`config.mk`:
```
export PLATFORM = sky130hd
export DESIGN_NAME = microwave_cook_ctrl
export DESIGN_NICKNAME = d
export VERILOG_FILES = /design/src/rtl/microwave_cook_ctrl.sv
export SDC_FILE = /design/constraint.sdc
export NUM_CORES = 1
export LEC_CHECK = 0
export ABC_CLOCK_PERIOD_IN_PS = 5800
export BUFFER_PORTS_ARGS = -buffer_cell sky130_fd_sc_hd__buf_2
export CAP_MARGIN = 30
export CORE_MARGIN = 4
export CORE_UTILIZATION = 50
export DETAILED_ROUTE_END_ITERATION = 8
export HOLD_SLACK_MARGIN = 0.06
export PLACE_DENSITY = 0.78
export SLEW_MARGIN = 20
export SYNTH_ARGS = -nofsm -noshare
export SYNTH_HDL_FRONTEND = slang
export SYNTH_SLANG_ARGS = --single-unit
```
`constraint.sdc`:
```
create_clock -name clk -period 5.8 [get_ports clk]
set_clock_uncertainty 0.2 [all_clocks]
set_input_delay 1.16 -clock clk [delete_from_list [all_inputs] [get_ports clk]]
set_output_delay 1.16 -clock clk [all_outputs]
set_load 0.02 [all_outputs]
```
`src/rtl/microwave_cook_ctrl.sv`:
```
// rtl/microwave_cook_ctrl.sv - microwave cook-cycle controller with BCD mm:ss countdown
module microwave_cook_ctrl #(
  parameter int TICK_DIV = 50000000
) (
  input  logic        clk,
  input  logic        rst_n,
  input  logic        key_valid,
  input  logic [3:0]  key_code,
  input  logic        start_btn,
  input  logic        stop_btn,
  input  logic        door_closed,
  output logic        magnetron_on,
  output logic        lamp_on,
  output logic        done,
  output logic [15:0] time_bcd,
  output logic [2:0]  state
);

  localparam int PW = (TICK_DIV > 2) ? $clog2(TICK_DIV) : 1;
  localparam logic [PW-1:0] P_MAX = PW'(TICK_DIV - 1);

  typedef enum logic [2:0] {
    S_IDLE  = 3'd0,
    S_SET   = 3'd1,
    S_COOK  = 3'd2,
    S_PAUSE = 3'd3,
    S_DONE  = 3'd4
  } state_t;

  state_t          cur_state, nxt_state;
  logic [15:0]     time_q, time_d;
  logic [PW-1:0]   presc_q, presc_d;
  logic            key_ok;
  logic            tick;
  logic [15:0]     time_dec;

  assign key_ok   = key_valid && (key_code <= 4'd9);
  assign tick     = (presc_q == P_MAX);
  assign state    = cur_state;
  assign time_bcd = time_q;

  // One-second BCD decrement with borrow; seconds above 59 are not normalized
  function automatic logic [15:0] dec_time(input logic [15:0] t);
    logic [3:0] mt, mo, st, so;
    {mt, mo, st, so} = t;
    if (so != 4'd0) begin
      so = so - 4'd1;
    end else if (st != 4'd0) begin
      st = st - 4'd1;
      so = 4'd9;
    end else if (mo != 4'd0) begin
      mo = mo - 4'd1;
      st = 4'd5;
      so = 4'd9;
    end else begin
      mt = mt - 4'd1;
      mo = 4'd9;
      st = 4'd5;
      so = 4'd9;
    end
    return {mt, mo, st, so};
  endfunction

  assign time_dec = dec_time(time_q);

  // Next-state, next-time and next-prescaler; stop > door open > start > key
  always_comb begin
    nxt_state = cur_state;
    time_d    = time_q;
    presc_d   = presc_q;
    case (cur_state)
      S_IDLE: begin
        if (!stop_btn && !start_btn && key_ok) begin
          time_d    = {12'h000, key_code};
          nxt_state = S_SET;
        end
      end
      S_SET: begin
        if (stop_btn) begin
          time_d    = 16'h0000;
          nxt_state = S_IDLE;
        end else if (start_btn) begin
          if (door_closed && (time_q != 16'h0000)) begin
            presc_d   = '0;
            nxt_state = S_COOK;
          end
        end else if (key_ok) begin
          time_d = {time_q[11:0], key_code};
        end
      end
      S_COOK: begin
        if (stop_btn || !door_closed) begin
          nxt_state = S_PAUSE;
        end else if (tick) begin
          presc_d = '0;
          time_d  = time_dec;
          if (time_dec == 16'h0000) begin
            nxt_state = S_DONE;
          end
        end else begin
          presc_d = presc_q + 1'b1;
        end
      end
      S_PAUSE: begin
        if (stop_btn) begin
          time_d    = 16'h0000;
          presc_d   = '0;
          nxt_state = S_IDLE;
        end else if (start_btn && door_closed) begin
          nxt_state = S_COOK;
        end
      end
      S_DONE: begin
        time_d = 16'h0000;
        if (stop_btn || !door_closed || start_btn || key_ok) begin
          nxt_state = S_IDLE;
        end
      end
      default: begin
        time_d    = 16'h0000;
        presc_d   = '0;
        nxt_state = S_IDLE;
      end
    endcase
  end

  // State, time, prescaler and outputs registered from the next state
  always_ff @(posedge clk) begin
    if (!rst_n) begin
      cur_state    <= S_IDLE;
      time_q       <= 16'h0000;
      presc_q      <= '0;
      magnetron_on <= 1'b0;
      lamp_on      <= 1'b0;
      done         <= 1'b0;
    end else begin
      cur_state    <= nxt_state;
      time_q       <= time_d;
      presc_q      <= presc_d;
      magnetron_on <= (nxt_state == S_COOK);
      lamp_on      <= (nxt_state == S_COOK) || !door_closed;
      done         <= (nxt_state == S_DONE);
    end
  end

endmodule
```
==> run metrics, run 1 <==
DRC viols 0; PD cells 187 nW/µm²; post-CTS setup buffers 0; WL/cell about 15 µm; Setup TNS 0 ns; Hold Path Class reg2reg; post-synth cell types 62; post-synth net total 394; ys async rst share 0%; Min Clock Period, post-route 3.15 ns; CP Launch Type input pin; Hold Vio Cnt, Final 0; total area of sequential cells 961 µm²; CP max-delay cell o211ai_2; Post-synth EDFFs 0; CP max stage delay between 0.5 and 0.6 ns; warnings from Yosys 0; synth-to-layout area growth 6.82%; starting DRC count in detailed routing 195; most common cell after layout, fill and taps aside nor2_1; Num Clock Sinks 48; total number of vias 2857; CP Max Fanout 14; Post-DP HPWL roughly 4900 µm; CP Capture Type register; Core Region between 5000 and 6000 µm²; Initial Utilization 53.0%; # placed instances 457; DRT antenna net count 0; CTS Buffer Depth 2; Worst-Skew Late Latency 0.30 ns; clock buffer count from CTS 5; ratio of cells with drive above 1 in the final layout between 10% and 20%; initial antenna violation count 0; Layout Nets around 400; R2R Setup Slk 2.72 ns; Avg Inst Size Synth 7.90 µm²; CP Cell Sequence buf_2 > and2_1 > or4b_4 > o211ai_2 > o21ai_2 > buf_6 > nor3_1; cts hold-fix bufs 0; largest net degree at the start of global routing 23; Post-CTS Resized 0; Yosys reg bits 48; worst vdd ir ~88 µV; Worst Path Arrival 3.17 ns; Buf+Inv Stages, Crit Path 2; non-filler cells, final 465; RSZ-0062 raised after global routing no; full die area ~7300 µm²; Rel. slew slack 38.5%; area of the multi-input gates 1880 µm²; status completed; diode count 0; Remaining Overflow, GRT 0; Vias/cell 6.14; Die X 85.6 µm; First-pass DRT Iterations 5; Port Buf Inserts 31; # setup viols final 0; I/O pin total 32; Seq/Total Area, Yosys 31.9%; number of cell rows 27; CTS root buf clkbuf_8; clk slew on worst S/H paths approximately 0.080 ns; Top delay family on crit path simple AND/OR/NAND/NOR gates; worst setup path class in2reg; filler cell count ~530; CTS HTree Levels 2; fin crit share between 50% and 60%; hold slack final 0.280 ns; top_reg_cell synth dfxtp_1; vias in the first global route 2715; WL final 7110 µm; Leak 1.15 nW; Worst Max-Slew Pin Slew a little over 0.9 ns; count of pins over their slew limit 0; max cap viols 0; FMAX 318 MHz; Synth Cell Area 3010 µm²; CTS tree done; Syn Inst Count 381; gr usage total 20.3%; CP required 5.83 ns; Die Ht 85.6 µm; most frequent cells in the layout nor2_1, dfxtp_1, buf_2, nand2_1, xnor2_1; first-pass GRT wire length between 10000 and 15000 µm; Routability Congestion 0.848
[stage by stage]
stage               util [%]  total power [mW]  setup WS, ns  instance area (µm²)
floorplan                  -             0.397          2.85                 3010
detailed placement      55.0             0.413          2.32                 3120
global route            56.6             0.625          2.42                 3210
global placement        54.9             0.411          2.42                 3120
CTS                     56.4             0.604          2.53                 3200
finish                  56.6             0.600          2.65                 3210
[synth_stat cells (all sizes together) (4+ instances only)]
library cell / instances / area, µm²
or2: 6 / 37.5
inv: 7 / 26.3
dfxtp: 48 / 961
nand2: 28 / 105
buf: 10 / 76.3
nor4b: 5 / 56.3
o31ai: 4 / 30.0
nor3: 20 / 100
nand4b: 4 / 35.0
o211ai: 10 / 80.1
a22oi: 11 / 82.6
nor2: 58 / 220
nand3b: 4 / 30.0
a21oi: 15 / 75.1
clkbuf: 18 / 67.6
nand2b: 5 / 38.8
nand3: 7 / 35.0
and2: 5 / 31.3
xnor2: 22 / 193
nor4: 12 / 106
nand4: 10 / 62.6
o21ai: 21 / 120
or3: 5 / 31.3
[power breakdown]
group | total (mW) | leakage (nW) | internal [mW] | switching, mW
combinational | 0.0703 | 0.728 | 0.0222 | 0.0481
clock | 0.193 | 0.0400 | 0.0818 | 0.111
sequential | 0.337 | 0.387 | 0.332 | 0.00510
[registers in the layout, indices dropped and copies added (netlist names)]
| signal | count |
|---|---|
| presc_q | 26 |
| time_bcd | 16 |
| state | 3 |
| done | 1 |
| lamp_on | 1 |
| magnetron_on | 1 |
[worst paths after layout]
| kind | from | to | cells past startpoint |
|---|---|---|---|
| max | stop_btn | presc_q[12] | 7 |
| min | presc_q[1] | presc_q[1] | 2 |
| min reg2reg | presc_q[1] | presc_q[1] | 2 |
| max reg2reg | presc_q[0] | presc_q[12] | 8 |
[metal layers]
metal / global-route usage (%) / share of wire [%] / up-vias
li1: - / - / 1400
met1: 28.9 / 48 / 1337
met2: 31.4 / 44 / 104
met3: 3.27 / 5.6 / 16
met4: 6.47 / 1.7 / 0
met5: 0 / 0 / -
[cells by family (layout without fill, tap and decap cells)]
family / count (synthesis) / after routing / share of synthesized area [%]
AOI/OAI and AO/OA: 83 / 83 / 19.3
DFF: 48 / 48 / 31.9
buffers and inverters: 35 / 47 / 5.65
adders and majority gates: 3 / 3 / 1.25
xor gates and xnor gates: 25 / 25 / 7.28
muxes: 1 / 1 / 0.333
and+or+nand+nor: 186 / 186 / 34.3
[layout make-up]
class | instances | share of cell area, %
Clock inverter | 2 | 0.389
Clock buffer | 5 | 2.14
Tap cell | 72 | 2.80
Sequential cell | 48 | 29.9
Multi-Input combinational cell | 298 | 58.5
Timing Repair Buffer | 33 | 5.41
Inverter | 7 | 0.817
[worst register-to-register path: stages, from the launching register on]
cell and delay [ns]:
dfxtp_1 0.38, ha_1 0.20, and3_1 0.19, nand3_1 0.34, nor4_2 0.70, nor2_1 0.24
o21ai_2 0.41, buf_6 0.22, nor3_1 0.07
Note: power is estimated with default switching activity, not from simulation.
==> inputs of run 2 (changes only) <==
ABC_CLOCK_PERIOD_IN_PS = 2600   (was 5800)
PLACE_DENSITY = 0.8   (was 0.78)
clock period = 2.6 ns   (was 5.8 ns; I/O delays follow)
==> run 2 against run 1 <==
Effect of this change: critical path depth is 2 higher; sequential power is 120% higher; first-iteration DRC count is 11% higher; cell count is 6.5% higher; combinational power grew to 2.7 times the previous value; sequential share of layout area is 2.4 points lower; setup slack worse by 2.6 ns; count of clock-buffer cells in the layout stayed put; core utilization is 5.2 points higher; sequential cell count stayed put; final area is 9.1% higher; largest cell class unchanged.
==> run metrics, run 2 (same netlist as run 1, synthesis figures left out) <==
status completed; worst setup path class reg2reg; hold slack final 0.296 ns (+0.0154 ns); Initial Utilization 53.0% (unchanged); full die area 7320 µm² (unchanged); CTS root buf clkbuf_8; Hold Path Class in2reg; total number of vias 3032 (+6.1%); I/O pin total 32 (unchanged); Min Clock Period, post-route 2.51 ns; number of cell rows 27 (unchanged); max cap viols 0 (unchanged); switching power total 400 µW (+140%); # setup viols final 0 (unchanged); non-filler cells, final 495 (+6.5%); highest metal used met4; Num Clock Sinks 48 (unchanged); # placed instances 486 (+6.3%); Rel. slew slack 67.3% (+29 points); largest net degree at the start of global routing 19 (-17%); CP required 2.59 ns (-3.24 ns); WL met1 3490 µm (+1.9%); most frequent cells in the layout nor2_1, dfxtp_1, buf_2, nand2_1, buf_4; FMAX 398 MHz; Leak 1.33 nW (+15%); synth-to-layout area growth 16.5%; CP Launch Type register; Routability Congestion 0.880 (+3.8%); fin crit share 96.7%; CP Max Fanout 4 (-10); sequential power share 49.9% (-6.2 points); starting DRC count in detailed routing 216 (+11%); Internal Pwr Total 1.10 mW (+150%); clk slew on worst S/H paths 0.10 ns (+0.02 ns); CP Capture Type register; worst vdd ir 226 µV (+160%); First-pass DRT Iterations 6 (+1); CTS Buffer Depth 2 (unchanged); Remaining Overflow, GRT 0 (unchanged); CTS tree done; most common cell after layout, fill and taps aside nor2_1; initial antenna violation count 0 (unchanged); clock buffer count from CTS 5 (unchanged); PD cells 428 nW/µm² (+130%); diode count 0 (unchanged); filler cell count 492 (-6.8%); WL/cell 15.9 µm (+3.9%); gr usage total 21.5% (+1.2 points); first-pass GRT wire length 12900 µm (+3.4%); Worst Max-Slew Pin Slew 0.486 ns (-0.433 ns); Hold Vio Cnt, Final 0 (unchanged); Worst-Skew Late Latency 0.31 ns (about the same); Die Ht 85.6 µm (unchanged); ratio of cells with drive above 1 in the final layout 23.2% (+7.6 points); clock share of power 37.4% (+5.3 points); Placed Area 3340 µm² (+6.9%); max reg flops 26 (unchanged); Post-DP HPWL 5670 µm (+16%); Biggest register presc_q; Port Buf Inserts 31 (unchanged); Comb pwr share 12.7% (+1.0 points); count of pins over their slew limit 0 (unchanged); Vias/cell 6.13 (-0.31%); switching share of power 26.7% (-0.74 points); DRC viols 0 (unchanged); Design Area, Final 3510 µm² (+9.1%); cts hold-fix bufs 0 (unchanged); CTS HTree Levels 2 (unchanged); WL final 7860 µm (+11%); Core Region 5680 µm² (unchanged); routed wl met3 645 µm (+62%); Layout Nets 435 (+7.1%); post-route setup slack 0.0854 ns (-2.57 ns); vias in the first global route 2715 (unchanged); Worst Path Arrival 2.51 ns (-0.66 ns); setup slack after placement 0.0287 ns (-2.29 ns); met2 WL post-DR 3600 µm (+14%); DRT antenna net count 0 (unchanged); Tot Pwr 1.50 mW (+150%); Die X 85.6 µm (unchanged)
==> run 2: worst paths after layout <==
kind                startpoint         end  slack, ns  cells after the start
hold reg to reg     presc_q[1]  presc_q[1]       0.30                      2
setup / recovery  time_bcd[12]  presc_q[6]       0.09                      9
setup reg to reg  time_bcd[12]  presc_q[6]       0.09                      9
hold / removal     door_closed     lamp_on       0.30                      2
==> run 2: worst max-delay path, cell delays in order, from the launching register on <==
cell and delay, ns:
dfxtp_2 0.33, inv_2 0.06, ha_2 0.18, or3b_1 0.36, or4b_4 0.53, o211ai_4 0.26
buf_2 0.21, nor3_1 0.07, nor2_1 0.13, a311oi_2 0.06
==> run 2: layer usage <==
metal	up-vias	track usage (%)
li1	1464	-
met1	1397	29.7
met2	155	33.8
met3	16	3.94
met4	0	6.91
met5	-	0
==> run 2: timing repair <==
item,CTS,global route
setup buffers,0,0
endpoints found under the setup margin,0,20
resized for setup,0,15
==> run 2: layout make-up <==
class | count | area, µm² | area share, %
multi-input combinational | 298 | 1910 | 54.5
sequential | 48 | 965 | 27.5
timing repair buffer | 62 | 400 | 11.4
tap | 72 | 90.1 | 2.57
clock buffer | 5 | 68.8 | 1.96
clock inverter | 3 | 46.3 | 1.32
inverter | 7 | 26.3 | 0.749
==> run 2: power by group through the flow <==
stage	sequential [mW]	clock, mW	combinational [mW]
after floorplan	0.769	0	0.118
after global placement	0.767	0	0.176
after detailed placement	0.767	0	0.180
after CTS	0.750	0.571	0.181
after global routing	0.752	0.607	0.206
final	0.750	0.562	0.190
==> run 2: per-stage QoR <==
step,util [%],TNS [ns]
5_1_grt,61.8,-0.0273
4_1_cts,60.8,0
2_1_floorplan,-,0
3_5_place_dp,58.8,0
6_report,61.8,0
3_3_place_gp,58.8,0
